**src/rtl/pci_arbiter.sv**
```systemverilog
// Central PCI bus arbiter: round-robin grant sharing, bus parking on a fixed slot,
// and revocation of grants that are never used. Every grant change passes through DEAD.
module pci_arbiter #(
  parameter int unsigned NREQ          = 4,
  parameter int unsigned PARK          = 0,
  parameter int unsigned START_TIMEOUT = 16
) (
  input  logic            PCI_CLK,
  input  logic            RESET,
  input  logic [NREQ-1:0] REQ_n,
  output logic [NREQ-1:0] GNT_n,
  input  logic            FRAME_n,
  input  logic            IRDY_n,
  output logic [2:0]      OWNER,
  output logic            BUS_IDLE,
  output logic            TIMEOUT_PULSE
);

  localparam int unsigned OW = 3;
  localparam int unsigned CW = 8;
  localparam logic [CW-1:0] TO_LAST = CW'(START_TIMEOUT - 1);

  typedef enum logic [1:0] {
    ST_DEAD,
    ST_GRANT,
    ST_BUSY
  } state_t;

  state_t            state_q, state_d;
  logic [OW-1:0]     owner_d;
  logic [OW-1:0]     ptr_q, ptr_d;
  logic [CW-1:0]     cnt_q, cnt_d;
  logic              revoked_q, revoked_d;
  logic              pulse_d;
  logic [NREQ-1:0]   gnt_n_d;

  logic [NREQ-1:0]   req;
  logic [NREQ-1:0]   owner_mask;
  logic              idle;
  logic              owner_req;
  logic              other_req;
  logic [OW-1:0]     winner;
  logic              found;
  int unsigned       idx;

  assign req        = ~REQ_n;
  assign idle       = FRAME_n & IRDY_n;
  assign owner_mask = NREQ'(1) << OWNER;
  assign owner_req  = |(req & owner_mask);
  assign other_req  = |(req & ~owner_mask);

  // Round-robin scan starting just after the pointer; the last owner has lowest priority
  always_comb begin
    winner = OW'(PARK);
    found  = 1'b0;
    idx    = 0;
    for (int unsigned k = 1; k <= NREQ; k++) begin
      idx = 32'(ptr_q) + k;
      if (idx >= NREQ) idx = idx - NREQ;
      if (!found && req[idx]) begin
        winner = OW'(idx);
        found  = 1'b1;
      end
    end
  end

  // Next-state, bookkeeping and registered-output values
  always_comb begin
    state_d   = state_q;
    owner_d   = OWNER;
    ptr_d     = ptr_q;
    cnt_d     = cnt_q;
    revoked_d = revoked_q;
    pulse_d   = 1'b0;
    gnt_n_d   = '1;

    case (state_q)
      ST_DEAD: begin
        state_d   = ST_GRANT;
        owner_d   = winner;
        ptr_d     = winner;
        cnt_d     = '0;
        revoked_d = 1'b0;
      end
      ST_GRANT: begin
        if (!FRAME_n) begin
          state_d = ST_BUSY;
        end else if (idle && !owner_req && (winner != OWNER)) begin
          state_d = ST_DEAD;
        end else if (idle && owner_req && (cnt_q >= TO_LAST)) begin
          state_d = ST_DEAD;
          pulse_d = 1'b1;
          ptr_d   = OWNER;
        end else if (idle && (cnt_q < TO_LAST)) begin
          cnt_d = cnt_q + CW'(1);
        end
      end
      ST_BUSY: begin
        // Pulling GNT# lets the master's latency timer end the burst early
        if (idle) begin
          state_d = ST_DEAD;
        end else if (other_req) begin
          revoked_d = 1'b1;
        end
      end
      default: begin
        state_d = ST_DEAD;
      end
    endcase

    if ((state_d == ST_GRANT) || ((state_d == ST_BUSY) && !revoked_d)) begin
      gnt_n_d = ~(NREQ'(1) << owner_d);
    end
  end

  always_ff @(posedge PCI_CLK) begin
    if (RESET) begin
      state_q       <= ST_DEAD;
      OWNER         <= OW'(PARK);
      ptr_q         <= OW'(PARK);
      cnt_q         <= '0;
      revoked_q     <= 1'b0;
      GNT_n         <= '1;
      BUS_IDLE      <= 1'b1;
      TIMEOUT_PULSE <= 1'b0;
    end else begin
      state_q       <= state_d;
      OWNER         <= owner_d;
      ptr_q         <= ptr_d;
      cnt_q         <= cnt_d;
      revoked_q     <= revoked_d;
      GNT_n         <= gnt_n_d;
      BUS_IDLE      <= idle;
      TIMEOUT_PULSE <= pulse_d;
    end
  end

endmodule

```
**config.mk**
```make
export PLATFORM = sky130hd
export DESIGN_NAME = pci_arbiter
export DESIGN_NICKNAME = d
export VERILOG_FILES = /design/src/rtl/pci_arbiter.sv
export SDC_FILE = /design/constraint.sdc
export NUM_CORES = 1
export LEC_CHECK = 0
export CAP_MARGIN = 20
export CORE_UTILIZATION = 35
export CTS_BUF_LIST = sky130_fd_sc_hd__clkbuf_4
export DETAILED_ROUTE_END_ITERATION = 8
export GPL_TIMING_DRIVEN = 0
export SYNTH_ARGS = -nofsm -noshare
export SYNTH_HDL_FRONTEND = slang
export SYNTH_SLANG_ARGS = --single-unit
export TNS_END_PERCENT = 20
```
**constraint.sdc**
```tcl
create_clock -name PCI_CLK -period 3.75 [get_ports PCI_CLK]
set_input_delay 0.375 -clock PCI_CLK [delete_from_list [all_inputs] [get_ports PCI_CLK]]
set_output_delay 0.375 -clock PCI_CLK [all_outputs]
set_load 0.01 [all_outputs]
```
==> results.toml <==
[clock_network]
ctsHtreeMaxLevel = 1
clockBufferDepth = 2
cts_root_buffer = "clkbuf_4"
cts_tree = "built"
ctsHoldBuffers = 0
cts_buffers = 3
clk_latency_ns = 0.32
clock_sinks = 23
clk_pin_slew_ns = 0.13

[timing]
skew_ns = 0.00655
whs_ns = 0.482
max_clock_freq_mhz = 285
finalSetupViolCount = 0
finalCriticalPeriod_ns = 3.51
slew_violations = 0
max_slew.worst_pin.slew_ns = 0.442
fin_crit_sh_pct = 93.5
hold_violations = 0
slew_headroom_pct = 69.7
rsz0062_at_grt = "no"

[pwr]
pwr_density_cell_nw_per_um2 = 528
vdd_drop_max_v = 0.000238
total_power_mw = 0.953
power.static_leakage_nw = 0.665

[global_route]
grt_max_degree = 15
grt_use_met1_pct = 23.7
grt_util_met3_pct = 4.50
antenna_found_initial = 0
overflow = 0
grtUsageMet2_pct = 24.6
track_usage_pct = 16.6
grt.busiest_layer = "met2"
grt_pass1_wl_um = 5850
grt_pass1_vias = 1270

[place]
dpl.hpwl_um = 2640
numPortBuffers = 16
gp_congestion = 0.868

[worst_setup_path]
worstSetupEndpointType = "register"
critPathMaxStageDelay_ns = 0.45
crit_slowest_cell = "ha_1"
crit_path_max_fanout = 10
crit_chain = "buf_6, clkbuf_2, inv_1, ha_1, mux4_2, a32o_1, o2111a_1, a2111oi_4, a21oi_1, o31ai_2, a31o_2, nand4b_1"
criticalPathCategory = "register to register"
worstPathRequired_ns = 3.95
cp.arrival_ns = 3.71
rrSetupSlack_ns = 0.24
crit_family = "compound AO/OA/AOI/OAI gates"
setup.worst_path.start_class = "register"
crit_buf_inv = 3

[logic_synthesis]
syn-num-nets = 191
syn_inst = 176
synth_largest_area_cell = "dfxtp_1"
async_flop_share_pct = 0
synth_top_area_share_pct = 29.9
ys_seq_area_share_pct = 29.9
synth_area_leaders = "dfxtp_1 (30%), ha_1 (5.7%), mux4_2 (4.4%)"
ys.flop_type = "dfxtp_1"
netlist_area_um2 = 1540
avgSynthCellArea_um2 = 8.74
synth_edf_count = 0
yosys_register_bits = 23
yosys_warnings = 0
yosysUniqueCellTypes = 53

[layout]
synthToLayoutAreaGrowth_pct = 17.4
drive_gt1_share_pct = 9.23
antenna_cells = 0
nFillCells = 430
nNetsFinal = 211
final_cell_mix = "dfxtp_1 (23), nor2_1 (16), clkdlybuf4s50_1 (16)"
layout_commonest_cell = "dfxtp_1"

[status]
outcome = "completed"

[die]
fp.dieW_um = 68.3
die_h_um = 68.3
dieArea_um2 = 4670
pin_count = 17
core_area_um2 = 4120
start_util_pct = 37.4
rows = 23

[routing]
vias_per_cell = 5.61
vias = 1375
first_pass_iters = 4
routed_wl_um = 3480
antenna_left = 0
first_iter_violations = 50
wl_per_cell_um = 14.2
drc = 0

[min_path]
hold_class = "register to register"

[flow_run]
cap_violations = 0
==> registers in the layout, summed over array words and instances, names as in the netlist <==
name	count
BUS_IDLE	1
GNT_n	4
OWNER	3
TIMEOUT_PULSE	1
cnt_q	8
ptr_q	3
revoked_q	1
state_q	2
==> layer usage <==
metal	wire (um)	part of all wire, %
met1	1760	51
met2	1520	44
met3	159	4.6
met4	40	1.1
met5	0	0
==> layout make-up <==
type	instances	area, um2	share of cell area, %
plain buffers	11	53.8	2.98
inverters	7	26.3	1.45
flip-flops and latches	23	460	25.5
repair buffers	16	160	8.86
multi-input cells	134	1010	56.1
well taps	50	62.6	3.46
clock buffers	3	22.5	1.25
clock inverters	1	7.51	0.416
==> synthesized netlist by cell type (all sizes together), types with 2 or more instances <==
cell type,n
clkbuf,10
nand2b,4
buf,2
nor3,5
nor2b,3
o211ai,3
ha,7
mux4,5
or3b,2
o21ai,5
and2,5
mux2i,5
a2111oi,2
o2111a,2
nand3b,2
dfxtp,23
nand4,4
a31o,2
nand2,9
xnor2,3
a211oi,3
xor2,2
nand4b,2
nand3,7
inv,7
nor2,16
and3,2
a21boi,2
a21oi,13
==> cells by family (layout without fill, tap and decap cells) <==
kind of cell / count (synthesis) / after routing / synth area share, %
muxes: 10 / 10 / 11.1
AOI/OAI and AO/OA: 46 / 46 / 22.0
adders and majority gates: 7 / 7 / 5.69
DFF: 23 / 23 / 29.9
buffers and inverters: 19 / 38 / 5.37
and+or+nand+nor: 66 / 66 / 23.2
xor gates and xnor gates: 5 / 5 / 2.85
==> power breakdown <==
part	switching, mW	leakage, nW	internal [mW]
Sequential	0.0275	0.188	0.276
Combinational	0.296	0.463	0.238
Clock	0.0748	0.0139	0.0408
Total	0.398	0.665	0.555
==> through the flow <==
stage | area (um2) | setup TNS, ns | worst slack, ns | cells | utilization (%)
after floorplan | 1540 | 0 | 0.409 | 176 | -
after global placement | 1760 | -0.890 | -0.197 | 242 | 42.8
after detailed placement | 1760 | -1.26 | -0.232 | 242 | 42.8
after CTS | 1800 | 0 | 0.0651 | 246 | 43.7
after global routing | 1810 | 0 | 0.0560 | 245 | 43.9
final | 1810 | 0 | 0.242 | 245 | 43.9
==> path summary, 6_finish.rpt <==
path,from,to,cells after the start
worst max-delay path,ptr_q[0],GNT_n[0],12
worst min-delay path,cnt_q[7],cnt_q[7],1
worst max register to register,ptr_q[0],GNT_n[0],12
worst min register to register,cnt_q[7],cnt_q[7],1
==> repair_timing <==
item | in CTS | in global routing
setup buffers | 0 | 0
gates resized for setup | 2 | 1
cloned | 0 | 0
setup endpoints to repair | 8 | 8
Power figures use the tool's default switching activity.
